**src/rtl/lo_nco.sv**
```systemverilog
// lo_nco: quadrature NCO, phase accumulator with run-time FTW/offset feeding a quarter-wave cosine table.
// Ports:
//   clk        rising-edge clock
//   rst_n      asynchronous active-low reset
//   en         advance accumulator and launch one sample
//   phase_clr  restart phase (sample uses phase 0 + offset); clears acc even when en=0
//   ftw_load   load ftw_in into the tuning-word register
//   ftw_in     new tuning word
//   phase_off  phase offset added before lookup
//   cos_out    signed cosine sample
//   sin_out    signed sine sample
//   out_valid  cos_out/sin_out carry a new sample this cycle
module lo_nco #(
    parameter int OUT_W = 9,
    parameter int AMP = 100,
    parameter int PHASE_W = 16,
    parameter int LUT_AW = 4,
    parameter logic [PHASE_W-1:0] FTW_DEFAULT = PHASE_W'(1) << (PHASE_W - LUT_AW)
) (
    input  logic                      clk,
    input  logic                      rst_n,
    input  logic                      en,
    input  logic                      phase_clr,
    input  logic                      ftw_load,
    input  logic [PHASE_W-1:0]        ftw_in,
    input  logic [PHASE_W-1:0]        phase_off,
    output logic signed [OUT_W-1:0]   cos_out,
    output logic signed [OUT_W-1:0]   sin_out,
    output logic                      out_valid
);
    localparam int N = 1 << LUT_AW;
    localparam int QN = N / 4;

    // Evaluated only with constant arguments, so the real math folds away at elaboration.
    function automatic logic signed [OUT_W-1:0] q_val(input int k);
        real v;
        v = AMP * $cos(2.0 * 3.141592653589793 * k / N);
        return OUT_W'(v >= 0.0 ? $rtoi(v + 0.5) : -$rtoi(0.5 - v));
    endfunction

    logic signed [OUT_W-1:0] q_tab [QN+1];
    for (genvar k = 0; k <= QN; k++) begin : g_tab
        assign q_tab[k] = q_val(k);
    end

    logic [PHASE_W-1:0]       acc_q, acc_d, ftw_q, ftw_d, base;
    logic [LUT_AW-1:0]        idx_q, idx_d;
    logic                     vld1_q, vld1_d, vld2_q, vld2_d;
    logic signed [OUT_W-1:0]  cos_q, cos_d, sin_q, sin_d;
    logic [LUT_AW-1:0]        lut_i [2];
    logic [LUT_AW-2:0]        mag [2];
    logic signed [OUT_W-1:0]  lut_v [2];

    always_comb begin
        base = phase_clr ? '0 : acc_q;
        acc_d = base + (en ? ftw_q : '0);
        ftw_d = ftw_load ? ftw_in : ftw_q;
        idx_d = en ? LUT_AW'((base + phase_off) >> (PHASE_W - LUT_AW)) : idx_q;
        vld1_d = en;
        vld2_d = vld1_q;
        lut_i[0] = idx_q;
        lut_i[1] = idx_q - LUT_AW'(QN);
        // Odd quadrants mirror the table index; quadrants 1 and 2 negate.
        for (int c = 0; c < 2; c++) begin
            mag[c] = lut_i[c][LUT_AW-2] ? (LUT_AW-1)'(QN) - {1'b0, lut_i[c][LUT_AW-3:0]}
                                        : {1'b0, lut_i[c][LUT_AW-3:0]};
            lut_v[c] = (lut_i[c][LUT_AW-1] ^ lut_i[c][LUT_AW-2]) ? -q_tab[mag[c]] : q_tab[mag[c]];
        end
        cos_d = vld1_q ? lut_v[0] : cos_q;
        sin_d = vld1_q ? lut_v[1] : sin_q;
    end

    always_ff @(posedge clk or negedge rst_n) begin
        if (!rst_n) begin
            acc_q  <= '0;
            ftw_q  <= FTW_DEFAULT;
            idx_q  <= '0;
            vld1_q <= 1'b0;
            vld2_q <= 1'b0;
            cos_q  <= '0;
            sin_q  <= '0;
        end else begin
            acc_q  <= acc_d;
            ftw_q  <= ftw_d;
            idx_q  <= idx_d;
            vld1_q <= vld1_d;
            vld2_q <= vld2_d;
            cos_q  <= cos_d;
            sin_q  <= sin_d;
        end
    end

    assign cos_out = cos_q;
    assign sin_out = sin_q;
    assign out_valid = vld2_q;
endmodule

```
**config.mk**
```make
export PLATFORM = sky130hd
export DESIGN_NAME = lo_nco
export DESIGN_NICKNAME = d
export VERILOG_FILES = /design/src/rtl/lo_nco.sv
export SDC_FILE = /design/constraint.sdc
export NUM_CORES = 1
export LEC_CHECK = 0
export BUFFER_PORTS_ARGS = -buffer_cell sky130_fd_sc_hd__buf_2
export CORE_ASPECT_RATIO = 1.2
export CORE_MARGIN = 10
export CORE_UTILIZATION = 50
export CTS_CLUSTER_SIZE = 10
export DETAILED_ROUTE_END_ITERATION = 16
export GPL_TIMING_DRIVEN = 1
export PLACE_DENSITY = 0.71
export SLEW_MARGIN = 10
export SYNTH_ARGS = -nofsm -noshare
export SYNTH_HDL_FRONTEND = slang
export SYNTH_SLANG_ARGS = --single-unit
```
**constraint.sdc**
```tcl
create_clock -name clk -period 2.2 [get_ports clk]
set_input_delay 0.22 -clock clk [delete_from_list [all_inputs] [get_ports clk]]
set_output_delay 0.22 -clock clk [all_outputs]
set_load 0.05 [all_outputs]
```
### Word level (Yosys, flattened, before mapping)

Memory sizes are Yosys's and may differ from the RTL's.
Index checks and enable logic that the tools add are counted.

* magnitude comparators: 2
* $add $sub $neg: 7
* bitwise operators: 4
* mux-type cells: 10

Operators by type and width (number)
* $mux 9: 6
* $add 16x16->16: 2
* $mux 16: 2
* $neg 9->9: 2
* $ge 4x4->1 const B: 2
* $not 3->4: 2
* $mux 3: 2
* $sub 3x2->3 const A: 2
* $sub 4x3->4 const B: 1
* $xor 1x1->1: 2

* output and inout port bits: 19
* ROM bits: 144
* logic and storage cells: 32
* memories kept: 2
* bits of input ports: 37
* bits in registers: 56

Memories
* (no name shown): depth 8, bits a word 9, read ports 1, clocked after memory_dff 0, wr ports 0, RTL line 67 `lut_v[c] = (lut_i[c][LUT_AW-1] ^ lut_i[c][LUT_AW-2]) ? -q_tab[mag[c]] : q_tab[mag[c]];`
* (no name shown): depth 8, bits a word 9, read ports 1, clocked after memory_dff 0, wr ports 0, RTL line 67

### Logic depth before layout (Yosys ltp)

Gate-level depths: netlist of the first run.

* depth in word-level cells: 9
* mapped depth: 13
* gate-level depth less buffers: 13

### Worst setup path after synthesis of the first run

No wires, ideal clock.

* path kind: input port to flip-flop
* start point: input en
* end point: register acc_q[12]
* path buffers: 4
* arrival: 2.445 ns
* stages on the path: 12
* slack: -0.375 ns
* library setup time: 0.130 ns
* data required time: 2.070 ns
* path through: buf_2 > buf_2 > buf_2 > clkbuf_1 > and2_1 > ha_1 > ha_1 > o21a_1 > o31a_1 > a311oi_4 > a32oi_1 > xor2_1

* longest elaborated chain between the ends: 2

RTL lines
* start: declaration: RTL line 22 `input logic en,`
* $mux 16: RTL line 56 `acc_d = base + (en ? ftw_q : '0);`
* $add 16x16->16: RTL line 56
* via acc_d[12]: RTL line 46 `logic [PHASE_W-1:0] acc_q, acc_d, ftw_q, ftw_d, base;`
* end signal: assignment: RTL line 75 `acc_q <= '0;`
* end signal: assignment: RTL line 83 `acc_q <= acc_d;`
* end: declaration: RTL line 46

The timed path passes the listed nets, and every way through them passes these cells.
A chain may end at the register's enable or synchronous reset.

### Worst setup path after layout of the first run

* start point: register idx_q[1]
* end point: register cos_q[6] (netlist: cos_out[6])

* longest elaborated chain between the ends: 8

RTL lines
* start: declaration: RTL line 47 `logic [LUT_AW-1:0] idx_q, idx_d;`
* start signal: assignment: RTL line 85 `idx_q <= idx_d;`
* $sub 3x2->3: RTL line 65 `mag[c] = lut_i[c][LUT_AW-2] ? (LUT_AW-1)'(QN) - {1'b0, lut_i[c][LUT_AW-3:0]}`
* $mux 3 (*): RTL line 65
* $not 3->4 (not written as such) (*): RTL line 67
* $mem_v2 8x9 (*)
* $mux 9 (not written as such) (*) (2 in series): RTL line 67
* $neg 9->9: RTL line 67
* $mux 9 (*): RTL line 67
* end signal: assignment: RTL line 88 `cos_q <= cos_d;`
* end: declaration: RTL line 49 `logic signed [OUT_W-1:0] cos_q, cos_d, sin_q, sin_d;`

Every way passes the cells marked *; elsewhere a longest branch is shown, timed or not. The select of a mux whose other input is x is not followed.

==> metrics.md, run 1 <==
| Metric | Value |
|---|---|
| Run status | `finished with violations` |
| Violated checks | `negative setup slack` |
| Share of layout cells above drive strength 1 | `0.3260` |
| Max-Slew Margin vs Limit | `0.3814` |
| Min Tclk post-route | `between 2 and 2.5 ns` |
| Syn Nets | `524` |
| Final Skew | `0.004077 ns` |
| Setup crit end kind | `flop` |
| Gpl congestion | `0.8877` |
| Post-synthesis register bit count | `56` |
| H-tree depth | `2` |
| Via count | `3672` |
| Req. time, crit path | `2.41 ns` |
| Placed insts | `642` |
| Initial core utilization | `0.5163` |
| Routed len/inst | `15.58 um` |
| I/O Pins | `56` |
| Bufs on Longest Clock Path | `2` |
| Final setup viols | `1` |
| Synth unique cells | `66` |
| CTS buffer count | `5` |
| Detailed router's first-iteration violation count | `139` |
| Max Clk Rate | `449.0 MHz` |
| Drc violations | `0` |
| Crit-path max FO | `4` |
| Worst slew pin tran | `between 0.9 and 1 ns` |
| Fin cells | `between 600 and 700` |
| Clk sink count | `56` |
| Area Overhead vs Synth | `25.03%` |
| Gr usage total | `0.1634` |
| Detail Placement HPWL | `7848 um` |
| Min-Delay Path Class | `in -> reg` |
| Launching point of the worst reg2reg path | `idx_q[1]` |
| Synthesized cell area | `between 4000 and 5000 um^2` |
| Critical Path Source | `idx_q[1]` |
| Async SR Flop Fraction | `1.000` |
| Share of the synthesized area in the top cell type | `0.3270` |
| Clk_lat worst skew | `between 0.3 and 0.4 ns` |
| Core area | `8153 um^2` |
| Post-synth top flop | `dfrtp_1` |
| Critical path type | `reg -> reg` |
| Final Max Tran Viols | `0` |
| RSZ-0062 raised after global routing | `yes` |
| First-pass GRT wire length | `17610 um` |
| Nets | `605` |
| Mapped Cells | `461` |
| Final ANT Viol Nets | `0` |
| Final WL | `approximately 10000 um` |
| Vias in the first global route | `3878` |
| Hold Fails Final Rpt | `0` |
| Buffers on Ports | `55` |
| Dominant cells by area after synthesis | `dfrtp_1, ha_1, mux2_2` |
| Max-cap check violation count | `0` |
| R2R setup slack | `-0.03 ns` |
| Arrival time at the worst endpoint | `roughly 2.4 ns` |
| Cell Pwr Density | `1163 nW/um^2` |
| Largest net degree at the start of global routing | `33` |
| Yosys warns | `0` |
| Total congestion overflow | `0` |
| Overall Power | `6118 uW` |
| Worst Setup Start Kind | `flop` |
| Most common cell after layout, fill and taps aside | `buf_2` |
| 1st-pass router iterations | `4` |
| Clock Tree Root | `clkbuf_8` |
| Die Height | `about 120 um` |
| Sequential area share after synthesis | `0.3332` |
| Mean Syn Cell Area | `9.130 um^2` |
| Die area | `~13000 um^2` |
| Register clock-pin slew on the reported worst setup and hold paths | `~0.10 ns` |
| Tcrit/Tclk final | `1.012` |
| Hold path startpoint | `ftw_in[11]` |
| Peak VDD IR | `0.4087 mV` |
| Vias per std cell | `5.572` |
| Pleak | `0.002377 uW` |
| Initial antenna violation count | `1` |
| Die width | `103.8 um` |
| Most frequent cells in the layout | `buf_2, dfrtp_1, buf_4, nor2_1, nand2_1` |
| CTS tree | `yes` |
| Rows | `36` |
| Post-synth top area cell | `dfrtp_1` |
| Setup ws final | `-0.02705 ns` |
| Number of synthesized flops with an enable pin | `0` |
-- flip-flops by register name, indices dropped and copies added, names as in the netlist --
register and count:
out_valid 1, sin_out 9, ftw_q 16, idx_q 4
acc_q 16, vld1_q 1, cos_out 9
-- worst max-delay path, stage by stage, from the launching register on --
cell      delay [ns]
dfrtp_1         0.38
inv_2           0.06
ha_4            0.28
nand2_4         0.05
nand2_4         0.08
ha_4            0.13
nand2_2         0.06
ha_4            0.16
ha_4            0.16
buf_4           0.14
nor2_1          0.08
mux2i_1         0.08
nor2_1          0.15
a221oi_2        0.05
mux2_4          0.26
-- Yosys cell counts, types with 2 or more instances --
cell type and count:
o221ai_1 2, nand3_1 19, a31oi_1 8, maj3_1 2, o2111ai_1 4, nor2b_1 17
nor2_1 28, inv_1 20, a221oi_1 2, a211o_1 2, a32oi_1 2, nor2b_4 2
mux2i_1 5, xor2_1 12, o21ai_1 7, and2_1 13, o21ai_0 24, dfrtp_1 55
ha_1 26, a21oi_1 24, o21bai_1 3, buf_4 2, mux2_2 22, o21a_1 5
or2_2 2, buf_6 2, a21o_1 6, clkbuf_1 14, o31a_1 2, o22ai_1 2
nor3_1 4, and3_1 2, o211a_1 2, nand3b_1 2, xnor2_1 25, nand2_1 32
buf_2 7, nor4_1 3, a21boi_0 3, nand2b_1 7, o211ai_1 8, nor4bb_1 7
a32o_1 2
-- power breakdown --
part           switching (uW)  leakage, uW  total [uW]  internal, uW
clock network             342    0.0000645         745           402
registers                 284     0.000663        1640          1350
logic                    2100      0.00165        3740          1640
-- cell families (layout without fill, tap and decap cells) --
group	Yosys count	in the layout	share of synthesized area
and+or+nand+nor	145	145	0.1870
AOI/OAI and AO/OA	120	120	0.1980
DFF	56	56	0.3332
buffers and inverters	47	129	0.04934
xor gates and xnor gates	37	37	0.07699
adders and majority gates	29	29	0.08472
muxes	27	27	0.07075
other	0	2	0
-- per-layer routing --
metal	vias up	wire length (um)	GRT usage
met2	74	5476	0.3063
met1	1767	4141	0.1802
met4	0	156	0.04965
met3	12	492	0.03560
li1	1819	-	-
met5	-	0	0
-- what timing repair did --
| action | CTS | global route |
|---|---|---|
| hold buffers | 1 | 0 |
| setup buffers | 3 | 3 |
| hold endpoints to repair | 24 | 0 |
| cloned | 0 | 0 |
| pin swaps | 8 | 9 |
| setup endpoints to repair | 6 | 11 |
| gates resized for setup | 10 | 28 |
-- worst paths after layout --
check,endpoint,cells after the start
max,cos_out[6],14
min,ftw_q[11],2
max reg2reg,cos_out[6],14
min reg2reg,cos_out[8],1
max in group asynchronous,ftw_q[12],3
min in group asynchronous,sin_out[7],2
-- stage by stage --
step | worst slack [ns] | setup TNS (ns) | util | area (um^2) | hold WS [ns]
after floorplan | -0.2473 | -0.6296 | - | 4335 | -0.07559
after global placement | -0.02998 | -0.02998 | 0.6013 | 4902 | 0.2574
after detailed placement | -0.07239 | -0.1037 | 0.6013 | 4902 | 0.2604
after CTS | -0.004319 | -0.004319 | 0.6255 | 5100 | 0.1245
after global routing | -0.1002 | -0.1464 | 0.6449 | 5258 | 0.1257
final | -0.02705 | -0.02705 | 0.6455 | 5263 | 0.1290
-- final cells by class --
type | instances | area (um^2)
fill | 680 | 2890
clock inverter | 1 | 30.03
timing repair buffer | 100 | 644.4
inverter | 21 | 78.83
clock buffer | 7 | 96.34
sequential | 56 | 1404
multi-input combinational | 358 | 2861
antenna | 2 | 5.005
tap | 114 | 142.6
No activity file was read; power rests on OpenSTA's default activity.
==> run 2: changes to the inputs <==
--- a/config.mk
+++ b/config.mk
@@ -6,9 +6,10 @@
 export NUM_CORES = 1
 export LEC_CHECK = 0
 export BUFFER_PORTS_ARGS = -buffer_cell sky130_fd_sc_hd__buf_2
-export CORE_ASPECT_RATIO = 1.2
+export CORE_ASPECT_RATIO = 0.7
 export CORE_MARGIN = 10
 export CORE_UTILIZATION = 50
+export CTS_BUF_LIST = sky130_fd_sc_hd__clkbuf_8
 export CTS_CLUSTER_SIZE = 10
 export DETAILED_ROUTE_END_ITERATION = 16
 export GPL_TIMING_DRIVEN = 1
==> run 2 against run 1 <==
  * The run now ends clean
  * Clock power shrank 17%
  * Non-clock buffer count decreased by 1
  * Fmax up 2.4%
  * Wire length grew 8.8%
  * First-iteration DRC count grew 87%
  * Worst hold slack worse by 0.030 ns
  * Via count rose by 2.6%
  * Critical path type unchanged
  * Critical endpoint unchanged
==> metrics.md, run 2 (synthesized netlist as in run 1, its figures left out) <==
| Metric | Value |
|---|---|
| Run status | `finished, final reports clean` |
| Gr usage total | `0.1769 (+0.01353)` |
| Hold Fails Final Rpt | `0 (unchanged)` |
| Gpl congestion | `0.9175 (+3.4%)` |
| Die area | `12550 um^2 (+0.35%)` |
| Worst slew pin tran | `0.8694 ns (-0.05851 ns)` |
| Placed insts | `630 (-1.9%)` |
| Via count | `3769 (+2.6%)` |
| Routed len/inst | `17.36 um (+11%)` |
| Final ANT Viol Nets | `0 (unchanged)` |
| Tcrit/Tclk final | `0.9890 (-0.02325)` |
| Nets | `604 (-0.17%)` |
| Final WL | `11170 um (+8.8%)` |
| RSZ-0062 raised after global routing | `yes` |
| Cell family with most CP delay | `adder cells` |
| Die Height | `96.77 um (-20%)` |
| Crit-path max FO | `4 (unchanged)` |
| Max-Slew Margin vs Limit | `0.4204 (+0.03900)` |
| Vias in the first global route | `3632 (-6.3%)` |
| Initial antenna violation count | `0 (-1)` |
| Setup slack after placement | `-0.02416 ns (+0.04823 ns)` |
| Die width | `129.7 um (+25%)` |
| Detailed router's first-iteration violation count | `260 (+87%)` |
| Final setup viols | `0 (-1)` |
| Bufs on Longest Clock Path | `2 (unchanged)` |
| Max incr delay on CP | `0.38 ns (about the same)` |
| Vias per std cell | `5.862 (+5.2%)` |
| Cell area after layout | `5124 um^2 (-2.6%)` |
| CTS buffer count | `5 (unchanged)` |
| H-tree depth | `2 (unchanged)` |
| Max Clk Rate | `459.6 MHz (+2.4%)` |
| Arrival time at the worst endpoint | `2.41 ns (-0.02 ns)` |
| Share of layout cells above drive strength 1 | `0.3118 (-0.01416)` |
| Clk sink count | `56 (unchanged)` |
| Area Overhead vs Synth | `21.73%` |
| Detail Placement HPWL | `8685 um (+11%)` |
| Worst Setup Start Kind | `flop` |
| Cell Pwr Density | `1174 nW/um^2 (+0.96%)` |
| CTS tree | `yes` |
| 1st-pass router iterations | `5 (+1)` |
| Total congestion overflow | `0 (unchanged)` |
| WP buf/inv | `1 (-1)` |
| Min Tclk post-route | `2.176 ns (-0.05116 ns)` |
| Core area | `8040 um^2 (-1.4%)` |
| Fin cells | `643 (-2.4%)` |
| N_diodes | `0 (-2)` |
| Final Max Tran Viols | `0 (unchanged)` |
| First-pass GRT wire length | `18160 um (+3.1%)` |
| Pleak | `0.002322 uW (-2.3%)` |
| Min-Delay Path Class | `in -> reg` |
| Largest net degree at the start of global routing | `27 (-18%)` |
| Area after DPL | `4881 um^2 (-0.43%)` |
| Setup crit end kind | `flop` |
| Most frequent CP cell | `ha_4` |
| Biggest regs | `acc_q (16), ftw_q (16)` |
| Peak VDD IR | `0.4895 mV (+20%)` |
| Most common cell after layout, fill and taps aside | `buf_2` |
| Drc violations | `0 (unchanged)` |
| Most frequent cells in the layout | `buf_2, dfrtp_1, buf_4, nor2_1, nand2_1` |
| Worst path slowest cell | `dfrtp_1` |
| Critical path type | `reg -> reg` |
| Final setup TNS | `0 ns (+0.02705 ns)` |
| Max-cap check violation count | `0 (unchanged)` |
| Initial core utilization | `0.5235 (+0.007231)` |
| Final Skew | `0.008063 ns (+0.003986 ns)` |
| Clock Tree Root | `clkbuf_8` |
| Rows | `27 (-25%)` |
| Register clock-pin slew on the reported worst setup and hold paths | `0.11 ns (about the same)` |
| Req. time, crit path | `2.43 ns (+0.02 ns)` |
| Setup ws final | `0.02411 ns (+0.05116 ns)` |
| Buffers on Ports | `55 (unchanged)` |
| Final hold slack | `0.09903 ns (-0.02993 ns)` |
| I/O Pins | `56 (unchanged)` |
| Clk_lat worst skew | `0.34 ns (+0.03 ns)` |
| Worst path cell trace | `inv_2 -> ha_4 -> nand2_4 -> nand2_4 -> ha_4 -> nand2_2 -> ha_4 -> ha_4 -> nor4_2 -> a21oi_1 -> nand2_1 -> a221oi_2 -> mux2_4` |
## run 2: cell types whose count changed in the layout (fill, tap and decap cells not counted), sizes merged
cell,previous run,this run
clkbuf,7,5
diode,2,0
buf,99,98
bufinv,1,0
clkinv,0,1
clkinvlp,0,1
inv,21,22
## run 2: final timing paths
check / cells after the start / to / from / slack (ns)
min: 2 / ftw_q[11] / ftw_in[11] / 0.1
max reg2reg: 13 / cos_out[6] / idx_q[1] / 0.02
min reg2reg: 1 / cos_out[8] / cos_out[8] / 0.49
min in group asynchronous: 2 / ftw_q[6] / rst_n / 0.41
max: 13 / cos_out[6] / idx_q[1] / 0.02
max in group asynchronous: 3 / cos_out[4] / rst_n / 1.10
## run 2: worst reg2reg max path, delay by kind of cell (launching register included)
family,cells,cell delay [ns]
AOI/OAI and AO/OA,2,0.13
muxes,1,0.26
and+or+nand+nor,5,0.49
buffers and inverters,1,0.06
adders and majority gates,4,0.75
DFF,1,0.38
## run 2: through the flow
stage                       util  power (uW)
after floorplan                -        4182
after detailed placement  0.6071        5085
after global routing      0.6373        6472
final                     0.6373        6013
after global placement    0.6071        4942
after CTS                 0.6229        5798
## run 2: final cells by class
cell class	count	area (um^2)
clock buffer	5	68.82
clock inverter	3	21.27
fill	681	2917
inverter	21	78.83
multi-input combinational	358	2804
sequential	56	1404
tap	101	126.4
timing repair buffer	99	620.6
## run 2: report_power, final
part	internal [uW]	switching (uW)
logic	1630	2110
registers	1350	301
clock network	227	391
total	3210	2800
## run 2: metal layers
layer | GRT usage | up-vias | wire length [um]
met5 | 0 | - | 0
met4 | 0.05908 | 0 | 162
met3 | 0.03700 | 12 | 784
met2 | 0.2577 | 121 | 4932
met1 | 0.2517 | 1826 | 5285
li1 | - | 1810 | -
## run 2: repair_timing
| item | in CTS | in global routing |
|---|---|---|
| hold buffers | 1 | 0 |
| resized for setup | 5 | 20 |
| setup buffers | 1 | 3 |
| hold endpoints to repair | 23 | 0 |
| endpoints found under the setup margin | 3 | 9 |
| pin swaps | 5 | 3 |
==> run 3: changes to the inputs <==
==> config.mk (replaced) <==
export PLATFORM = sky130hd
export DESIGN_NAME = lo_nco
export DESIGN_NICKNAME = d
export VERILOG_FILES = /design/src/rtl/lo_nco.sv
export SDC_FILE = /design/constraint.sdc
export NUM_CORES = 1
export LEC_CHECK = 0
export BUFFER_PORTS_ARGS = -buffer_cell sky130_fd_sc_hd__buf_4
export CORE_ASPECT_RATIO = 0.7
export CORE_MARGIN = 2
export CORE_UTILIZATION = 50
export CTS_BUF_LIST = sky130_fd_sc_hd__clkbuf_8
export CTS_CLUSTER_SIZE = 10
export DETAILED_ROUTE_END_ITERATION = 16
export GPL_TIMING_DRIVEN = 1
export PLACE_DENSITY = 0.69
export SLEW_MARGIN = 10
export SYNTH_ARGS = -nofsm -noshare
export SYNTH_HDL_FRONTEND = slang
export SYNTH_SLANG_ARGS = --single-unit
==> constraint.sdc (replaced) <==
create_clock -name clk -period 2.5 [get_ports clk]
set_input_delay 0.25 -clock clk [delete_from_list [all_inputs] [get_ports clk]]
set_output_delay 0.25 -clock clk [all_outputs]
set_load 0.05 [all_outputs]
==> run 3 against run 2 <==
  * Register-to-register slack improved by 0.13 ns
  * Wire length fell by 12%
  * Worst hold slack gained 0.046 ns
  * Die area shrank 27%
  * Cell count decreased by 4.4%
  * Critical path depth down 3
  * Power down 18%
  * Worst setup slack gained 0.13 ns
  * Design area fell by 4.7%
  * Via count fell by 6.1%
  * Clock-buffer cell count unchanged
==> metrics.md, run 3 (synthesized netlist as in run 1, its figures left out) <==
| Metric | Value |
|---|---|
| Run status | `finished, final reports clean` |
| Fin cells | `615 (-4.4%)` |
| Top Layer Used | `met4` |
| Most common cell after layout, fill and taps aside | `buf_4` |
| Sw Pwr | `2303 uW (-18%)` |
| N_diodes | `0 (unchanged)` |
| Sequential power share | `0.299 (+0.024)` |
| Drc violations | `0 (unchanged)` |
| Initial core utilization | `0.5257 (+0.002209)` |
| Max-cap check violation count | `0 (unchanged)` |
| H-tree depth | `2 (unchanged)` |
| Final ANT Viol Nets | `0 (unchanged)` |
| First-pass GRT wire length | `16300 um (-10%)` |
| Final Max Tran Viols | `0 (unchanged)` |
| Final setup TNS | `0 ns (unchanged)` |
| Critical path type | `reg -> reg` |
| Met3 Wirelength | `607 um (-23%)` |
| Register clock-pin slew on the reported worst setup and hold paths | `0.12 ns (about the same)` |
| Setup crit end kind | `flop` |
| Biggest regs | `acc_q (16), ftw_q (16)` |
| Gate power share | `0.592 (-0.031)` |
| Clk sink count | `56 (unchanged)` |
| Hold path cells | `2 (unchanged)` |
| Vias per std cell | `5.753 (-1.9%)` |
| Number of fill cells in the layout | `727 (+6.8%)` |
| Arrival time at the worst endpoint | `2.57 ns (+0.16 ns)` |
| Final core occ | `0.6098 (-0.02747)` |
| Most frequent cells in the layout | `buf_4, dfrtp_1, nand2_1, nor2_1, xnor2_1` |
| Pleak | `0.002193 uW (-5.6%)` |
| Area Overhead vs Synth | `15.99%` |
| Die area | `9180 um^2 (-27%)` |
| Largest net degree at the start of global routing | `57 (+110%)` |
| Gr usage total | `0.2252 (+0.04823)` |
| Hold Fails Final Rpt | `0 (unchanged)` |
| Max Clk Rate | `427.2 MHz (-7.1%)` |
| Final Skew | `0.01234 ns (+0.004278 ns)` |
| Nets | `576 (-4.6%)` |
| Crit-path max FO | `4 (unchanged)` |
| CTS tree | `yes` |
| Total congestion overflow | `0 (unchanged)` |
| Setup slack after placement | `-0.03966 ns (-0.01550 ns)` |
| Initial antenna violation count | `0 (unchanged)` |
| Cell Pwr Density | `1006 nW/um^2 (-14%)` |
| Worst slew pin tran | `0.8470 ns (-0.02242 ns)` |
| Area occupied by multi-input gates | `2649 um^2 (-5.5%)` |
| Area after DPL | `4745 um^2 (-2.8%)` |
| Via count | `3538 (-6.1%)` |
| Clk pwr share | `0.109 (+0.006)` |
| I/O Pins | `56 (unchanged)` |
| Metal2 WL | `4134 um (-16%)` |
| Internal | `2608 uW (-19%)` |
| Cell area after layout | `4882 um^2 (-4.7%)` |
| Min-Delay Path Class | `in -> reg` |
| Rows | `27 (unchanged)` |
| Core area | `8006 um^2 (-0.42%)` |
| Net Sw Frac | `0.4689 (+0.003068)` |
| Final WL | `9828 um (-12%)` |
| Gpl congestion | `0.8547 (-6.8%)` |
| Detailed router's first-iteration violation count | `181 (-30%)` |
| Clock Tree Root | `clkbuf_8` |
| Min Tclk post-route | `2.341 ns (+0.1652 ns)` |
| Final setup viols | `0 (unchanged)` |
| Die width | `113.7 um (-12%)` |
| Placed insts | `604 (-4.1%)` |
| Buffers on Ports | `55 (unchanged)` |
| Vias in the first global route | `3283 (-9.6%)` |
| Bufs on Longest Clock Path | `2 (unchanged)` |
| 1st-pass router iterations | `4 (-1)` |
| Max-Slew Margin vs Limit | `0.4354 (+0.01495)` |
| Wl on met1 | `5008 um (-5.2%)` |
| Share of layout cells above drive strength 1 | `0.2393 (-0.07251)` |
| Die Height | `80.77 um (-17%)` |
| Req. time, crit path | `2.73 ns (+0.30 ns)` |
| R2R cell count | `10 (-3)` |
| Clk_lat worst skew | `0.33 ns (about the same)` |
| Worst Setup Start Kind | `flop` |
| Sequential cell area | `1403 um^2 (about the same)` |
| Detail Placement HPWL | `7716 um (-11%)` |
| Setup ws final | `0.1589 ns (+0.1348 ns)` |
| Routed len/inst | `15.98 um (-8.0%)` |
| Tcrit/Tclk final | `0.9364 (-0.05262)` |
| Peak VDD IR | `0.4439 mV (-9.3%)` |
| CTS buffer count | `5 (unchanged)` |
run 3: changes by cell type in the layout (fill, tap and decap cells not counted), sizes merged:
cell	previous run	this run
buf	98	70
run 3: area by class of cell:
cell class              instances  area share
clock buffers                   5     0.01410
clock inverters                 3    0.004357
inverters                      21     0.01615
multi-input cells             358      0.5425
flip-flops and latches         56      0.2873
well taps                     101     0.02588
repair buffers                 71      0.1097
run 3: worst paths after layout:
path | from | slack [ns] | end
max | idx_q[1] | 0.16 | sin_out[2]
min | ftw_in[5] | 0.14 | ftw_q[5]
max reg2reg | idx_q[1] | 0.16 | sin_out[2]
min reg2reg | cos_out[7] | 0.49 | cos_out[7]
max in group asynchronous | rst_n | 1.50 | acc_q[0]
min in group asynchronous | rst_n | 0.50 | ftw_q[6]
run 3: power by group through the flow:
stage / clock network, uW / logic (uW) / registers, uW
2_1_floorplan: 0 / 1720 / 1840
3_3_place_gp: 0 / 2740 / 1480
3_5_place_dp: 0 / 2810 / 1490
4_1_cts: 547 / 2850 / 1470
5_1_grt: 583 / 3190 / 1520
6_report: 536 / 2910 / 1470
run 3: critical path, stage by stage, from the launching register on:
cell and delay, ns:
dfrtp_1 0.41, inv_1 0.10, ha_1 0.26, mux2_2 0.31
ha_1 0.20, nand2_1 0.06, ha_1 0.18, ha_1 0.24
nand2_1 0.07, o21ai_0 0.11, mux2_2 0.30
run 3: per-stage QoR:
stage / total power, uW / hold WS, ns
after CTS: 4859 / 0.1362
after floorplan: 3558 / -0.04559
after global routing: 5297 / 0.1290
after global placement: 4221 / 0.3536
after detailed placement: 4300 / 0.3494
final: 4911 / 0.1448
run 3: repair_timing:
action,4_1_cts,5_1_grt
buffers inserted,1,1
resized for setup,0,7
pin swaps,0,3
setup endpoints to repair,1,3
hold buffers,1,0
hold endpoints to repair,40,0
run 3: routing by layer:
layer,vias to the layer above,global-route usage
met5,-,0
met4,0,0.04878
met3,10,0.03881
met2,81,0.3251
met1,1694,0.3514
li1,1753,-
